[config.mk]
export PLATFORM = sky130hd
export DESIGN_NAME = thread_scheduler
export DESIGN_NICKNAME = d
export VERILOG_FILES = /design/src/rtl/thread_scheduler.sv
export SDC_FILE = /design/constraint.sdc
export NUM_CORES = 1
export LEC_CHECK = 0
export BUFFER_PORTS_ARGS = -buffer_cell sky130_fd_sc_hd__buf_4
export CAP_MARGIN = 10
export CORE_UTILIZATION = 35
export CTS_CLUSTER_SIZE = 20
export DETAILED_ROUTE_END_ITERATION = 10
export PLACE_DENSITY = 0.59
export SYNTH_ARGS = -nofsm -noshare
export SYNTH_HDL_FRONTEND = slang
export SYNTH_SLANG_ARGS = --single-unit
[constraint.sdc]
create_clock -name clk -period 4.7 [get_ports clk]
set_input_delay 1.175 -clock clk [delete_from_list [all_inputs] [get_ports clk]]
set_output_delay 1.175 -clock clk [all_outputs]
set_load 0.005 [all_outputs]
[src/rtl/thread_scheduler.sv]
// rtl/thread_scheduler.sv - round-robin barrel thread scheduler with per-thread block state and issue cooldown
module thread_scheduler #(
   parameter  int TH_ID_WIDTH = 2,
   parameter  int MIN_GAP     = 4,
   localparam int N           = 1 << TH_ID_WIDTH
) (
   input  logic                   clk,
   input  logic                   rst_n,
   input  logic [N-1:0]           th_enable,
   input  logic                   stall,
   input  logic [N-1:0]           block_set,
   input  logic [N-1:0]           block_clr,
   output logic                   issue_valid,
   output logic [TH_ID_WIDTH-1:0] issue_th_id,
   output logic [2*N-1:0]         th_state
);

   typedef enum logic [1:0] {
      ST_IDLE    = 2'd0,
      ST_READY   = 2'd1,
      ST_BLOCKED = 2'd2
   } th_state_t;

   // Cooldown reload: a thread issued on edge e may issue again on edge e+MIN_GAP.
   localparam logic [3:0] CD_LOAD = 4'(MIN_GAP - 1);

   th_state_t              r_state     [N];
   th_state_t              w_state_nxt [N];
   logic [3:0]             r_cd        [N];
   logic [TH_ID_WIDTH-1:0] r_ptr;
   logic [TH_ID_WIDTH-1:0] r_issue_id;
   logic                   r_issue_valid;
   logic [N-1:0]           w_elig;
   logic                   w_found;
   logic [TH_ID_WIDTH-1:0] w_sel;
   logic [TH_ID_WIDTH-1:0] w_idx;

   // Per-thread next state: disable dominates, set wins over clear, stall does not gate it.
   always_comb begin
      for (int i = 0; i < N; i++) begin
         w_state_nxt[i] = r_state[i];
         if (!th_enable[i]) begin
            w_state_nxt[i] = ST_IDLE;
         end else begin
            case (r_state[i])
               ST_IDLE:    w_state_nxt[i] = ST_READY;
               ST_READY:   if (block_set[i]) w_state_nxt[i] = ST_BLOCKED;
               ST_BLOCKED: if (block_clr[i] && !block_set[i]) w_state_nxt[i] = ST_READY;
               default:    w_state_nxt[i] = ST_IDLE;
            endcase
         end
      end
   end

   // Per-thread state register.
   always_ff @(posedge clk or negedge rst_n) begin
      if (!rst_n) begin
         for (int i = 0; i < N; i++) r_state[i] <= ST_IDLE;
      end else begin
         for (int i = 0; i < N; i++) r_state[i] <= w_state_nxt[i];
      end
   end

   // Eligibility: a same-cycle block_set masks the thread immediately.
   always_comb begin
      w_elig = '0;
      for (int i = 0; i < N; i++) begin
         w_elig[i] = (r_state[i] == ST_READY) && th_enable[i] && !block_set[i] && (r_cd[i] == 4'd0);
      end
   end

   // Round-robin pick: first eligible thread starting after the last issued one.
   always_comb begin
      w_found = 1'b0;
      w_sel   = '0;
      w_idx   = '0;
      for (int k = 1; k <= N; k++) begin
         w_idx = r_ptr + TH_ID_WIDTH'(k);
         if (!w_found && w_elig[w_idx]) begin
            w_found = 1'b1;
            w_sel   = w_idx;
         end
      end
   end

   // Issue outputs and pointer; everything holds while stalled.
   always_ff @(posedge clk or negedge rst_n) begin
      if (!rst_n) begin
         r_issue_valid <= 1'b0;
         r_issue_id    <= '0;
         r_ptr         <= '1;
      end else if (!stall) begin
         r_issue_valid <= w_found;
         if (w_found) begin
            r_issue_id <= w_sel;
            r_ptr      <= w_sel;
         end
      end
   end

   // Cooldown counters: reload on issue, count down otherwise, frozen during stall.
   always_ff @(posedge clk or negedge rst_n) begin
      if (!rst_n) begin
         for (int i = 0; i < N; i++) r_cd[i] <= 4'd0;
      end else if (!stall) begin
         for (int i = 0; i < N; i++) begin
            if (w_found && (w_sel == TH_ID_WIDTH'(i))) begin
               r_cd[i] <= CD_LOAD;
            end else if (r_cd[i] != 4'd0) begin
               r_cd[i] <= r_cd[i] - 4'd1;
            end
         end
      end
   end

   assign issue_valid = r_issue_valid;
   assign issue_th_id = r_issue_id;

   // Pack per-thread states, thread i at bits [2i+1:2i].
   always_comb begin
      th_state = '0;
      for (int i = 0; i < N; i++) th_state[2*i +: 2] = r_state[i];
   end

endmodule

# Yosys cells after proc, flatten, opt, wreduce, memory -nomap -nowiden
# Index checks and enable logic that the tools add are counted.
dict set report classes {
  muxes 40
  n_eq_ne 19
  bitwise_logic 1
  n_lt_le_gt_ge 4
  n_reduce_logical 56
  n_addsub 7
}
# operator n
set op_table {}
lappend op_table {{2-to-1 mux 2 bit} 16}
lappend op_table {{2-to-1 mux 4 bit} 8}
lappend op_table {{!= test 3 bit, second input constant} 8}
lappend op_table {{one-hot mux 2 bit (3 select lines)} 4}
lappend op_table {{logical AND 1 bit} 23}
lappend op_table {{AND reduction 2 bit} 9}
lappend op_table {{logical NOT 4 bit} 4}
lappend op_table {{nonzero test 4 bit} 4}
lappend op_table {{subtractor 4 x 1 -> 4 bit, second input constant} 4}
lappend op_table {{== test 2 bit, second input constant} 6}
lappend op_table {{less-than comparator 2 x 3 -> 1 bit, second input constant} 4}
lappend op_table {{== test 2 x 1 -> 1 bit, second input constant} 5}
lappend op_table {{logical NOT 2 bit} 5}
lappend op_table {{binary-select mux 1 bit (select 2 bit)} 4}
lappend op_table {{2-to-1 mux 1 bit} 8}
lappend op_table {{nonzero test 2 bit} 4}
lappend op_table {{logical NOT 1 bit} 7}
lappend op_table {{adder 2 bit, second input constant} 2}
lappend op_table {{adder 2 x 1 -> 2 bit, second input constant} 1}
lappend op_table {{NOT 1 bit} 1}
dict set report totals {
  output_inout_bits 11
  inputBits 15
  word_cells 138
  regBits 29
}

# Depth between registers and ports, before layout
dict set report logic_depth {
  depth_word 20
  ltp_mapped 8
  mapped_depth_nobuf 7
}

# Worst setup path before layout
# No wires, ideal clock.
dict set report synth_timing {
  path_type {input-to-reg}
  from {input block_set[3]}
  to {register r_cd[4] (netlist bit)}
  n_path_buf 0
  path_slack_ns 2.240
  setup_time_ns 0.124
  stages 5
  t_required_ns 4.576
  t_arrival_ns 2.336
  cell_sequence {or4bb_1 nor2_2 a21o_1 a221oi_1 o31a_1}
}
dict set report synth_via {
  elab_chain_cells 19
  elab_cells_between_ends 30
  classes_between {eq/ne (1); mux (17); reduce/logical (12)}
}
# element line
set synth_rtl {}
lappend synth_rtl {{start: declaration} 11} ;# input logic [N-1:0] block_set,
lappend synth_rtl {{logical NOT 1 bit (*)} 68} ;# w_elig[i] = (r_state[i] == ST_READY) && th_enable[i] && !block_set[i] && (r_cd[i] == 4'd0);
lappend synth_rtl {{logical AND 1 bit (*) (2 in series)} 68}
lappend synth_rtl {{binary-select mux 1 bit (select 2 bit)} 79} ;# if (!w_found && w_elig[w_idx]) begin
lappend synth_rtl {{2-to-1 mux 1 bit (implied by the code)} 79}
lappend synth_rtl {{2-to-1 mux 1 bit} 79}
lappend synth_rtl {{logical NOT 1 bit} 79}
lappend synth_rtl {{logical AND 1 bit} 79}
lappend synth_rtl {{2-to-1 mux 1 bit} 79}
lappend synth_rtl {{(+2 left out)} -}
lappend synth_rtl {{2-to-1 mux 1 bit} 79}
lappend synth_rtl {{logical NOT 1 bit} 79}
lappend synth_rtl {{logical AND 1 bit} 79}
lappend synth_rtl {{2-to-1 mux 2 bit} 79}
lappend synth_rtl {{== test 2 bit} 107} ;# if (w_found && (w_sel == TH_ID_WIDTH'(i))) begin
lappend synth_rtl {{logical AND 1 bit (*)} 107}
lappend synth_rtl {{nonzero test 2 bit (no line)} -}
lappend synth_rtl {{AND reduction 2 bit (no line)} -}
lappend synth_rtl {{end signal: indexed assignment} 110} ;# r_cd[i] <= r_cd[i] - 4'd1;
lappend synth_rtl {{end: declaration} 29} ;# logic [3:0] r_cd [N];
# Mark *: on every way between the ends. The rest lies on a longest branch, timed or not. The select of a mux whose other input is x is not followed.
# A chain may end at the register's enable or synchronous reset.

# Worst setup path in the final report
dict set report layout_timing {
  from {input block_set[2]}
  to {register r_cd[0] (netlist bit)}
}
# The elaborated chain is that of the path after synthesis.

==> impl_metrics.env <==
export IMPL_final_cell_area_sq_um=2040
export IMPL_synthTopCellsByArea="dfrtp_1 40%, inv_1 4.0%, a21oi_1 3.8%, o21ai_0 3.8%, nand2_1 3.5%"
export IMPL_nets=237
export IMPL_clock_skew_ns=0.00561
export IMPL_crit_path_max_fanout=8
export IMPL_ys_ff_latch=29
export IMPL_ios=26
export IMPL_antenna_found_initial=0
export IMPL_most_common_layout_cells="27 x dfrtp_1, 25 x buf_4, 18 x inv_1"
export IMPL_final_period_utilization_pct=53.3
export IMPL_synth_top_area_share_pct=39.6
export IMPL_cp_data_required_time_ns=4.85
export IMPL_cp_data_arrival_time_ns=2.65
export IMPL_initial_core_util_pct=36.3
export IMPL_final_max_slew_viol_count=0
export IMPL_holdBufCountCts=0
export IMPL_maxCapViolCount=0
export IMPL_post_cts_buffers=0
export IMPL_tightest_slew_ns=0.680
export IMPL_via_count=1469
export IMPL_fin_crit_ns=2.50
export IMPL_vdd_drop_max_mv=0.228
export IMPL_layout_commonest_cell="dfrtp_1"
export IMPL_synth_avg_cell_area_sq_um=8.93
export IMPL_overflow=0
export IMPL_cp_top_family="simple AND/OR/NAND/NOR gates"
export IMPL_finalPower_uw=985
export IMPL_synth_cells=191
export IMPL_syn2layout_area_growth_pct=19.6
export IMPL_cts_sinks=29
export IMPL_first_iter_violations=87
export IMPL_viasPerCell=5.38
export IMPL_drt_wl_total_um=3510
export IMPL_dpl_cell_area_sq_um=1940
export IMPL_drc=0
export IMPL_hpwl_um=2450
export IMPL_grt_pass1_vias=1384
export IMPL_cp_start_kind="input pin"
export IMPL_grt_pass1_wl_um=6240
export IMPL_numPortBuffers=25
export IMPL_setup_viol=0
export IMPL_clk_pin_slew_ns=0.06
export IMPL_yosysSeqAreaShare_pct=42.7
export IMPL_max_slew_margin_pct=54.1
export IMPL_status="finished clean"
export IMPL_synth_top_cell_by_area="dfrtp_1"
export IMPL_coreArea_sq_um=4690
export IMPL_grt_start_max_net_pins=30
export IMPL_diodes=0
export IMPL_fin_tns_setup_ns=0
export IMPL_critPathMaxStageDelay_ns=0.48
export IMPL_drive_gt1_share_pct=19.2
export IMPL_cts_buffers=5
export IMPL_yosys_warnings=0
export IMPL_ys_types=47
export IMPL_die_area_sq_um=5160
export IMPL_cts_buffer_depth=2
export IMPL_die_h_um=71.8
export IMPL_cp_slowest_cell="nor2b_1"
export IMPL_cts_root_buf="clkbuf_8"
export IMPL_critPathKind="input pin to register"
export IMPL_p_per_area_nw_per_um2=483
export IMPL_ant_nets=0
export IMPL_async_flop_share_pct=100
export IMPL_fill_cells=479
export IMPL_ys_flop_type="dfrtp_1"
export IMPL_h_tree_depth=2
export IMPL_rows=25
export IMPL_track_usage_pct=15.7
export IMPL_dieWidth_um=71.8
export IMPL_netlist_area_sq_um=1710
export IMPL_gp_congestion=0.775
export IMPL_drt_first_pass_iters=4
export IMPL_path_cells="buf_4 > nor4bb_1 > nor2b_1 > o21ai_0 > a32oi_1 > a31oi_1"
export IMPL_clk_latency_ns=0.29
export IMPL_critPathBufInv=1
export IMPL_hold_path_class="register to register"
export IMPL_synth_edf_count=0
export IMPL_fmax_mhz=399
export IMPL_post_cts_resized=0
export IMPL_rsz0062_at_grt="false"
export IMPL_leakagePower_uw=0.000929
export IMPL_endpoint_kind="register"
export IMPL_finalHoldViolCount=0
export IMPL_post_drt_wl_per_cell_um=12.8
export IMPL_cts_tree="built"
export IMPL_syn_num_nets=210
-- synth_stat cells, drive strengths merged, types with 3 or more instances --
master / instances
nand2: 16
or4: 3
a21o: 6
nor2b: 5
inv: 18
o21a: 4
nor2: 17
o21ai: 13
o31a: 3
ha: 4
or3b: 3
nor3: 4
a31oi: 8
nand2b: 4
o31ai: 4
dfrtp: 27
nor3b: 7
a21oi: 13
clkbuf: 3
-- metal layers --
layer,track usage (%),vias to the layer above,share of wire [%]
met5,0,-,0
met4,7.84,0,2.3
met3,4.50,6,5.0
met2,24.8,31,45
met1,19.6,685,48
li1,-,747,-
-- logic make-up (layout without fill, tap and decap cells) --
| kind of cell | count (synthesis) | count (layout) | share of synthesized area, % |
|---|---|---|---|
| and+or+nand+nor | 70 | 70 | 23.4 |
| AOI/OAI and AO/OA | 63 | 63 | 24.6 |
| DFF | 29 | 29 | 42.7 |
| buffers and inverters | 23 | 51 | 5.28 |
| adders and majority gates | 4 | 4 | 2.93 |
| xor gates and xnor gates | 1 | 1 | 0.514 |
| muxes | 1 | 1 | 0.587 |
-- worst paths after layout --
check | from | end | slack [ns] | cells after the start
max reg2reg | r_cd[4] | r_cd[0] | 2.44 | 7
min | issue_th_id[1] | issue_th_id[1] | 0.48 | 2
min reg2reg | issue_th_id[1] | issue_th_id[1] | 0.48 | 2
min in group asynchronous | rst_n | r_cd[10] | 0.81 | 1
max | block_set[2] | r_cd[0] | 2.20 | 6
max in group asynchronous | rst_n | r_ptr[0] | 3.57 | 1
-- where the power goes --
part | leakage, uW | internal (uW) | total [uW] | switching [uW]
Clock | 0.0000542 | 132 | 230 | 97.8
Combinational | 0.000522 | 157 | 322 | 165
Sequential | 0.000353 | 344 | 433 | 88.9
Total | 0.000929 | 634 | 985 | 351
-- registers in the layout (all words and copies together) (netlist names) --
register and flops:
issue_th_id 2, issue_valid 1, r_cd 16, r_ptr 2, th_state 8
-- stage by stage --
stage | util (%) | worst slack, ns | instances | hold WS, ns
CTS | 43.5 | 2.19 | 273 | 0.488
global route | 43.5 | 2.00 | 273 | 0.515
detailed placement | 41.3 | 1.87 | 265 | 0.471
floorplan | - | 2.24 | 191 | 0.470
finish | 43.5 | 2.20 | 273 | 0.483
global placement | 41.3 | 1.96 | 265 | 0.468
-- worst register-to-register path: stages (launching register included) --
cell	delay, ns
dfrtp_1	0.42
inv_1	0.07
ha_1	0.26
or3b_1	0.41
nor2b_1	0.42
o21ai_0	0.14
a32oi_1	0.27
a31oi_1	0.12
-- area by class of cell --
class / instances / area (sq um) / area share [%]
clock buffers: 7 / 96.3 / 4.72
repair buffers: 25 / 188 / 9.20
multi-input cells: 139 / 887 / 43.5
inverters: 18 / 67.6 / 3.31
clock inverters: 1 / 5.00 / 0.245
well taps: 54 / 67.6 / 3.31
flip-flops and latches: 29 / 728 / 35.7
(Power assumes the default switching activity.)
